## config.mk

```make
export PLATFORM = sky130hd
export DESIGN_NAME = uart_byte_transmitter
export DESIGN_NICKNAME = d
export VERILOG_FILES = /design/src/rtl/uart_byte_transmitter.sv
export SDC_FILE = /design/constraint.sdc
export NUM_CORES = 1
export LEC_CHECK = 0
export BUFFER_PORTS_ARGS = -buffer_cell sky130_fd_sc_hd__clkbuf_2
export CAP_MARGIN = 20
export CORE_MARGIN = 1
export CORE_UTILIZATION = 53
export CTS_BUF_LIST = sky130_fd_sc_hd__clkbuf_4 sky130_fd_sc_hd__clkbuf_8
export CTS_CLUSTER_SIZE = 8
export DETAILED_ROUTE_END_ITERATION = 8
export PLACE_DENSITY = 0.7
export SYNTH_ARGS = -nofsm -noshare
export SYNTH_HDL_FRONTEND = slang
export SYNTH_SLANG_ARGS = --single-unit
```

## constraint.sdc

```tcl
create_clock -name clk -period 3.54 [get_ports clk]
set_input_delay 0.177 -clock clk [delete_from_list [all_inputs] [get_ports clk]]
set_output_delay 0.177 -clock clk [all_outputs]
set_load 0.01 [all_outputs]
```

## src/rtl/uart_byte_transmitter.sv

```systemverilog
// Byte-wide UART transmitter: small write FIFO feeding an 8N1 serializer.
// uart_tx is registered; ready is FIFO-not-full, busy covers both FIFO and frame.
module uart_byte_transmitter #(
  parameter int unsigned CLKS_PER_BIT = 16,
  parameter int unsigned FIFO_DEPTH   = 4
) (
  input  logic       clk,
  input  logic       reset,
  input  logic [7:0] data,
  input  logic       valid,
  output logic       ready,
  output logic       uart_tx,
  output logic       busy
);

  localparam int unsigned AW = $clog2(FIFO_DEPTH);
  localparam int unsigned CW = AW + 1;
  localparam logic [15:0] BIT_RELOAD = 16'(CLKS_PER_BIT - 1);
  localparam logic [CW-1:0] COUNT_FULL = CW'(FIFO_DEPTH);

  typedef enum logic [1:0] {IDLE, START, DATA, STOP} state_e;

  state_e          state_q, state_d;
  logic [7:0]      mem_q [FIFO_DEPTH];
  logic [7:0]      mem_d [FIFO_DEPTH];
  logic [AW-1:0]   wr_ptr_q, wr_ptr_d;
  logic [AW-1:0]   rd_ptr_q, rd_ptr_d;
  logic [CW-1:0]   count_q, count_d;
  logic [7:0]      shift_q, shift_d;
  logic [15:0]     bit_cnt_q, bit_cnt_d;
  logic [2:0]      bit_idx_q, bit_idx_d;
  logic            tx_q, tx_d;
  logic            push, pop;

  assign ready   = (count_q != COUNT_FULL);
  assign uart_tx = tx_q;
  assign busy    = (state_q != IDLE) || (count_q != '0);

  always_comb begin
    state_d   = state_q;
    mem_d     = mem_q;
    wr_ptr_d  = wr_ptr_q;
    rd_ptr_d  = rd_ptr_q;
    count_d   = count_q;
    shift_d   = shift_q;
    bit_cnt_d = bit_cnt_q;
    bit_idx_d = bit_idx_q;
    tx_d      = tx_q;
    push      = valid && ready && !reset;
    pop       = 1'b0;

    case (state_q)
      IDLE: begin
        if (count_q != '0) begin
          pop       = 1'b1;
          state_d   = START;
          tx_d      = 1'b0;
          shift_d   = mem_q[rd_ptr_q];
          bit_cnt_d = BIT_RELOAD;
          bit_idx_d = '0;
        end
      end
      START: begin
        if (bit_cnt_q == '0) begin
          state_d   = DATA;
          tx_d      = shift_q[0];
          bit_cnt_d = BIT_RELOAD;
          bit_idx_d = '0;
        end else begin
          bit_cnt_d = bit_cnt_q - 16'd1;
        end
      end
      DATA: begin
        if (bit_cnt_q == '0) begin
          bit_cnt_d = BIT_RELOAD;
          if (bit_idx_q == 3'd7) begin
            state_d = STOP;
            tx_d    = 1'b1;
          end else begin
            shift_d   = {1'b0, shift_q[7:1]};
            tx_d      = shift_q[1];
            bit_idx_d = bit_idx_q + 3'd1;
          end
        end else begin
          bit_cnt_d = bit_cnt_q - 16'd1;
        end
      end
      STOP: begin
        if (bit_cnt_q == '0) begin
          // Chain straight into the next start bit when bytes are waiting.
          if (count_q != '0) begin
            pop       = 1'b1;
            state_d   = START;
            tx_d      = 1'b0;
            shift_d   = mem_q[rd_ptr_q];
            bit_cnt_d = BIT_RELOAD;
            bit_idx_d = '0;
          end else begin
            state_d = IDLE;
          end
        end else begin
          bit_cnt_d = bit_cnt_q - 16'd1;
        end
      end
      default: state_d = IDLE;
    endcase

    if (push) begin
      mem_d[wr_ptr_q] = data;
      wr_ptr_d        = wr_ptr_q + AW'(1);
    end
    if (pop) begin
      rd_ptr_d = rd_ptr_q + AW'(1);
    end
    case ({push, pop})
      2'b10:   count_d = count_q + CW'(1);
      2'b01:   count_d = count_q - CW'(1);
      default: count_d = count_q;
    endcase
  end

  always_ff @(posedge clk) begin
    if (reset) begin
      state_q   <= IDLE;
      mem_q     <= '{default: '0};
      wr_ptr_q  <= '0;
      rd_ptr_q  <= '0;
      count_q   <= '0;
      shift_q   <= '0;
      bit_cnt_q <= '0;
      bit_idx_q <= '0;
      tx_q      <= 1'b1;
    end else begin
      state_q   <= state_d;
      mem_q     <= mem_d;
      wr_ptr_q  <= wr_ptr_d;
      rd_ptr_q  <= rd_ptr_d;
      count_q   <= count_d;
      shift_q   <= shift_d;
      bit_cnt_q <= bit_cnt_d;
      bit_idx_q <= bit_idx_d;
      tx_q      <= tx_d;
    end
  end

endmodule

```

Word-level counts from Yosys, hierarchy flattened
Cells that the tools add are included.
W data, S select, Z words.
- $add $sub $neg: 6
- magnitude comparators: 3
- equality and inequality tests: 13
- multiplexer cells: 38
- bitwise operators: 2
- reduce and logical (&&, ||, !) cells: 16
- operator list (kind ; number):
    $mux W8 ; 7
    $mux W16 ; 3
    $pmux W16 S3 ; 1
    $bwmux W32 ; 1
    $pmux W8 S3 ; 1
    $bmux W8 S2 ; 1
    $demux W8 S2 ; 1
    $logic_not A16 Y1 ; 1
    $sub A16 B1 Y16 const B ; 1
    $mux W3 ; 5
    $ne A2 B2 Y1 const B ; 6
    $pmux W3 S4 ; 1
    $mux W2 ; 5
    $mux W1 ; 8
    $pmux W2 S4 ; 1
    $reduce_and A4 Y1 ; 2
    $add A3 B1 Y3 const B ; 2
    $eq A2 B2 Y1 const B ; 3
    $ge A3 B3 Y1 const B ; 2
    $not A2 Y3 ; 2
    $pmux W3 S2 ; 1
    $reduce_bool A3 Y1 ; 2
    $reduce_and A5 Y1 ; 1
    $add A2 B1 Y2 const B ; 2
    other kinds (14) ; 18
- bits in registers: 69
- input bits: 11
- output and inout port bits: 3
- word-level logic and storage cells: 90

Logic depth before layout (Yosys ltp)
Gate-level depths: netlist of run 1.
- depth in word-level cells: 7
- depth in mapped cells: 12
- depth with buffers taken out: 12

Worst setup path before layout of run 1
Ideal clock, no wire load.
- path type: reg-to-reg
- start point: register bit_cnt_q[0]
- end point: register count_q[2]
- library setup time: 71 ps
- arrival time: 2656 ps
- required time: 3469 ps
- setup slack: 814 ps
- stages on the path, launching flop included: 13
- buffers on the path: 0
- clock period less this slack: 2726 ps
- cell sequence: dfxtp_1 > inv_1 > ha_1 > nor4b_4 > and4_1 > a21oi_1 > nor3_1 > ha_1 > inv_1 > fa_1 > xor2_1 > or3_1 > a21oi_1
- cells in the longest elaborated chain, start to end: 5
- elaborated cells on any way between the ends: 7
- those cells by class: 2 x eq/ne; 3 x mux; 2 x reduce/logical
- ends and longest elaborated chain (element ; line ; source):
    start, declared ; 30 ; logic [15:0] bit_cnt_q, bit_cnt_d;
    start signal, assigned ; 140 ; bit_cnt_q <= bit_cnt_d;
    $logic_not A16 Y1 * ; 89 ; if (bit_cnt_q == '0) begin
    $mux W1 * ; 89 ;
    $pmux W1 S2 * ; 52 ; case (state_q)
    named net pop ; 33 ; logic push, pop;
    $eq A2 B1 Y1 or $eq A2 B2 Y1 (tied branches) ; 115 ; case ({push, pop})
    $pmux W3 S2 or $reduce_bool A2 Y1 (tied branches) ; -- ;
    end signal, assigned ; 138 ; count_q <= count_d;
    end, declared ; 28 ; logic [CW-1:0] count_q, count_d;
Mark *: on every way through the listed nets, which the timed path passes. The rest lies on a longest branch.
A chain may end at the register's enable or synchronous reset.

Final worst setup path of run 1
Ends and elaborated chain as after synthesis.

==> flow_summary.toml, run 1 <==
[layout]
finalInstanceArea_um2 = 3900
area_delta_synth_final_pct = 9.09
drive_gt1_share_pct = 23.5
diodes = 0
instances_no_fill = 472
nets = 415

[timing]
rsz0062_at_grt = "false"
hold_slack_ps = 93.8
slew_headroom_pct = 46.8
tns_ps = 0
slew_violations = 0
post-route-min-period_ps = 2990
fin_skew_ps = 10.1
finalCritPeriodShare_pct = 84.3
setup_ws_ps = 555
finalHoldViolCount = 0
setup_viol = 0
worstMarginPinSlew_ps = 792
fmax_mhz = 335

[placed_design]
dp.cells = 456
post-place-ws_ps = 584
dp_hpwl_um = 5190
dpl-instance-area_um2 = 3690
gp_congestion = 0.802
port_buffers = 13

[synthesis]
yosysUniqueCellTypes = 55
ys.warnings.count = 0
ys_seq_area_share_pct = 38.6
async_flop_share_pct = 0
synth_edf_count = 0
avgSynthCellArea_um2 = 9.34
syn_nets = 408
syn_area_um2 = 3580
syn_inst = 383
synth_flop_cell = "dfxtp_1"
yosys_register_bits = 69

[critical_path]
arrival_ps = 3260
critPathLaunchType = "flop"
path_cells = "inv_1, ha_1, nor4b_4, and4_1, a21oi_1, nor3_1, ha_1, inv_1, fa_1, xor2_1, or3_1, a21oi_1"
critPathBufInv = 2
critPathSlowestCell = "nor4b_4"
criticalPathCategory = "reg2reg"
cp-end-kind = "flop"
crit_required_ps = 3810
path_delay_family = "simple AND/OR/NAND/NOR gates"
critPathMaxFanout = 7
slowest_delay_ps = 390

[global_routing]
antenna_found_initial = 0
overflow = 0
grt_pass1_wl_um = 13400
grt_max_degree = 38
grtUsageTotal_pct = 23.8
grt_pass1_vias = 2736

[clocking]
cts_tree = "done"
post_cts_resized = 0
cts_made_buffers = 9
h-tree-depth = 3
clkTransAtPathRegs_ps = 70
cts_setup_buffers = 0
cts.sinks = 69
cts_buffer_depth = 2
hold_buffers = 0
clkLatencyLatePin_ps = 350
cts_root_buffer = "clkbuf_8"

[pwr]
leakage_nw = 1.61
p_per_area_nw_per_um2 = 812
peakVddDrop_uv = 397

[routing]
first_iter_violations = 200
wl_per_cell_um = 16.6
wirelength_um = 7850
drc_errors = 0
viasPerCell = 6.27
dr.pass1.iters = 5
num_vias = 2961
antenna_left = 0

[die]
pin_count = 14
die_height_um = 84.2
die_w_um = 84.2
row_count = 29
core_um2 = 6420
start_util_pct = 55.7
die_area_um2 = 7080

[hold_path]
worst_hold_path_type = "in2reg"

[run_status]
status = "complete, no violations"

[run]
max_cap_viol_count = 0
[cells by family after synthesis]
group / share of synthesized area (%)
AOI/OAI and AO/OA: 22.9
muxes: 5.59
and+or+nand+nor: 22.4
adders and majority gates: 5.11
xor gates and xnor gates: 1.22
DFF: 38.6
buffers and inverters: 4.13
[per-stage QoR]
| stage | power, W | utilization (%) |
|---|---|---|
| finish | 0.00317 | 60.8 |
| global route | 0.00342 | 60.8 |
| CTS | 0.00317 | 60.8 |
| detailed placement | 0.00249 | 57.5 |
| global placement | 0.00247 | 57.5 |
| floorplan | 0.00215 | - |
[cells in the mapped netlist (2+ instances only)]
cell | number | area (um2)
a21oi_1 | 18 | 90.1
xor2_1 | 3 | 26.3
o32ai_1 | 3 | 26.3
or3_1 | 6 | 37.5
dfxtp_1 | 69 | 1380
and4_1 | 2 | 17.5
inv_1 | 14 | 52.6
clkbuf_1 | 18 | 67.6
nand2b_1 | 5 | 31.3
o221a_2 | 4 | 45.0
a31oi_1 | 7 | 43.8
ha_1 | 13 | 163
a31o_2 | 32 | 280
nor4_1 | 2 | 12.5
mux2i_1 | 2 | 20.0
o21ai_1 | 2 | 10.0
mux4_2 | 8 | 180
buf_2 | 4 | 20.0
o211ai_1 | 3 | 22.5
o31ai_1 | 5 | 37.5
xnor2_1 | 2 | 17.5
nand4_1 | 2 | 12.5
nor3_1 | 26 | 130
nor2b_1 | 7 | 43.8
and3_1 | 34 | 213
nor2_1 | 19 | 71.3
o21ai_0 | 7 | 35.0
nand2_1 | 23 | 86.3
nand3_1 | 6 | 30.0
a21o_1 | 3 | 22.5
a221oi_2 | 7 | 105
or4_1 | 4 | 30.0
[metal layers]
| layer | up-vias | part of all wire [%] | global-route usage (%) |
|---|---|---|---|
| met4 | 0 | 1.6 | 9.25 |
| met2 | 61 | 43 | 34.2 |
| met1 | 1417 | 51 | 34.9 |
| met5 | - | 0 | 0 |
| met3 | 11 | 4.7 | 5.11 |
| li1 | 1472 | - | - |
[tightest hold or removal path, stage by stage]
cell      delay, ps
clkbuf_2         90
nand3_1          70
a21oi_1          50
[flip-flops by register name, summed over array words and instances, names as in the netlist]
signal	count
shift_q	8
mem_q	32
state_q	2
bit_idx_q	3
wr_ptr_q	2
rd_ptr_q	2
bit_cnt_q	16
uart_tx	1
count_q	3
[final cells by class]
type | instances | area (um2)
fillers | 558 | 2520
clock inverters | 5 | 58.8
inverters | 15 | 56.3
multi-input cells | 276 | 2050
well taps | 77 | 96.3
clock buffers | 11 | 151
flip-flops and latches | 69 | 1380
repair buffers | 19 | 110
[placed cells by master (no fill, tap or decap), types with 6 or more instances in the layout]
cell | netlist | routed
dfxtp_1 | 69 | 69
and3_1 | 34 | 34
a31o_2 | 32 | 32
nor3_1 | 26 | 26
nand2_1 | 23 | 23
nor2_1 | 19 | 19
a21oi_1 | 18 | 18
inv_1 | 14 | 14
ha_1 | 13 | 13
clkbuf_2 | 0 | 13
clkbuf_8 | 0 | 11
mux4_2 | 8 | 8
nor2b_1 | 7 | 7
a221oi_2 | 7 | 7
a31oi_1 | 7 | 7
o21ai_0 | 7 | 7
or3_1 | 6 | 6
nand3_1 | 6 | 6
buf_4 | 0 | 6
[power breakdown]
group	total, W	leakage, nW	switching [W]	internal [W]
Clock	0.000669	0.102	0.000306	0.000364
Sequential	0.00106	0.562	0.000144	0.000920
Combinational	0.00144	0.946	0.000853	0.000585
[path summary, 6_finish.rpt]
path                startpoint     endpoint  slack (ps)  cells after the start
hold reg to reg        uart_tx      uart_tx         490                      2
setup / recovery  bit_cnt_q[0]   count_q[2]         550                     12
hold / removal           valid  wr_ptr_q[1]          90                      3
setup reg to reg  bit_cnt_q[0]   count_q[2]         550                     12
No activity file was read; power rests on OpenSTA's default activity.
==> run 2, diff against run 1 <==
- PLACE_DENSITY: 0.7 -> 0.73
- clock period: 3.54 -> 2.5 ns (I/O delays scaled with it)
==> run 2 against run 1 <==
  * Critical path depth did not move
  * Combinational power is 72% higher
  * Routed wire length grew 8.2%
  * Non-clock buffer count up 32
  * Worst hold slack worse by 45 ps
  * Clock-buffer cell count shrank 2
  * Global-route usage is 1.8 points higher
  * Fmax increased by 21%
  * Final area up 7.4%
  * Die area stayed put
  * Register-to-register slack worse by 530 ps
  * Highest routed layer unchanged
==> flow_summary.toml, run 2 (same netlist as run 1, synthesis figures left out) <==
[run_status]
status = "complete, no violations"

[global_routing]
grt_max_degree = 39
overflow = 0
grtUsageTotal_pct = 25.7
grt_pass1_wl_um = 14400
grt_pass1_vias = 2924
antenna_found_initial = 0

[layout]
largest_reg_flops = 32
diodes = 0
largestRegisters = "mem_q: 32 flops, bit_cnt_q: 16 flops, shift_q: 8 flops"
drive_gt1_share_pct = 32.1
final_cell_mix = "dfxtp_1, buf_4, and3_1, a31o_2, nor3_1"
regMostFlops = "mem_q"
nets = 447
final_common_cell = "dfxtp_1"
area_delta_synth_final_pct = 17.1
final_util_pct = 65.3

[timing]
slew_violations = 0
tns_ps = 0
hold_slack_ps = 49.0
finalCritPeriodShare_pct = 98.9
setup_viol = 0
post-route-min-period_ps = 2470
worstMarginPinSlew_ps = 609
finalHoldViolCount = 0
rsz0062_at_grt = "true"
fmax_mhz = 404
fin_skew_ps = 7.19
setup_ws_ps = 26.7
slew_headroom_pct = 59.4

[critical_path]
arrival_ps = 2750
critPathLaunchType = "flop"
rrSetupSlack_ps = 30
critPathMaxFanout = 2
cp-end-kind = "flop"
crit_required_ps = 2780
criticalPathCategory = "reg2reg"

[die]
row_count = 29
die_w_um = 84.2
die_area_um2 = 7080
start_util_pct = 55.7
pin_count = 14
core_um2 = 6420
die_height_um = 84.2

[clocking]
hold_buffers = 0
cts_root_buffer = "clkbuf_8"
cts_tree = "done"
clkTransAtPathRegs_ps = 80
cts_made_buffers = 9
cts_buffer_depth = 2
clkLatencyLatePin_ps = 350
cts.sinks = 69
h-tree-depth = 3

[placed_design]
post-place-ws_ps = -43.9
gp_congestion = 0.860
port_buffers = 13
dp_hpwl_um = 5800

[pwr]
leakage_nw = 1.78
pwr-share-comb_pct = 49.7
p_per_area_nw_per_um2 = 1180
sequentialPowerShare_pct = 29.5
power.switching_w = 0.00198
switching_share_pct = 39.8
peakVddDrop_uv = 709
power.internal_w = 0.00298
pwr-share-clk_pct = 20.8

[routing]
wl_per_cell_um = 16.8
drc_errors = 0
num_vias = 3078
antenna_left = 0
first_iter_violations = 181
wirelength_um = 8490
viasPerCell = 6.11
dr.pass1.iters = 4

[hold_path]
worst_hold_path_type = "in2reg"

[run]
max_cap_viol_count = 0
==> run 2: changes by cell type in the layout (fill, tap and decap cells not counted), sizes merged <==
cell	before	now
inv	14	15
clkinvlp	2	1
buf	6	38
bufinv	1	2
clkinv	3	4
clkbuf	24	22
==> run 2: power groups by stage <==
stage | logic (W) | registers, W | clock network [W]
floorplan | 0.00163 | 0.00147 | 0
global placement | 0.00233 | 0.00147 | 0
detailed placement | 0.00239 | 0.00149 | 0
CTS | 0.00242 | 0.00146 | 0.00105
global route | 0.00272 | 0.00149 | 0.00110
finish | 0.00247 | 0.00146 | 0.00103
==> run 2: timing repair <==
| action | in CTS | in global routing |
|---|---|---|
| setup buffers | 1 | 1 |
| resized for setup | 1 | 1 |
| setup endpoints to repair | 1 | 1 |
| pin swaps | 3 | 2 |
==> run 2: through the flow <==
step | cells | area (um2) | power, W
2_1_floorplan | 383 | 3600 | 0.00310
3_3_place_gp | 486 | 3950 | 0.00381
3_5_place_dp | 486 | 3950 | 0.00388
4_1_cts | 503 | 4180 | 0.00493
5_1_grt | 504 | 4190 | 0.00530
6_report | 504 | 4190 | 0.00496
==> run 2: layout make-up <==
type                       instances  area, um2
tap                               77       96.3
inverter                          15       56.3
fill                             539       2230
clock buffer                       9        124
timing repair buffer              51        350
sequential                        69       1380
multi-input combinational        276       2080
clock inverter                     7       98.8
==> run 2: final timing paths <==
path | startpoint | endpoint | depth (start not counted)
max | bit_cnt_q[1] | count_q[2] | 12
min | valid | wr_ptr_q[1] | 3
max reg2reg | bit_cnt_q[1] | count_q[2] | 12
min reg2reg | mem_q[8] | mem_q[8] | 1
==> run 2: worst max-delay path, cell delays in order (launching register included) <==
cell	delay [ps]
dfxtp_2	330
inv_2	60
ha_4	130
nor4b_4	240
and4_4	270
a21oi_2	70
nor3_2	120
ha_2	210
inv_2	40
fa_2	350
xor2_1	150
or3_1	330
a21oi_2	110
==> run 2: metal layers <==
layer	routed length (um)	up-vias	part of all wire, %	track usage (%)
li1	-	1539	-	-
met1	4070	1465	48	35.6
met2	3880	65	46	40.1
met3	443	9	5.2	4.62
met4	102	0	1.2	9.56
met5	0	-	0	0
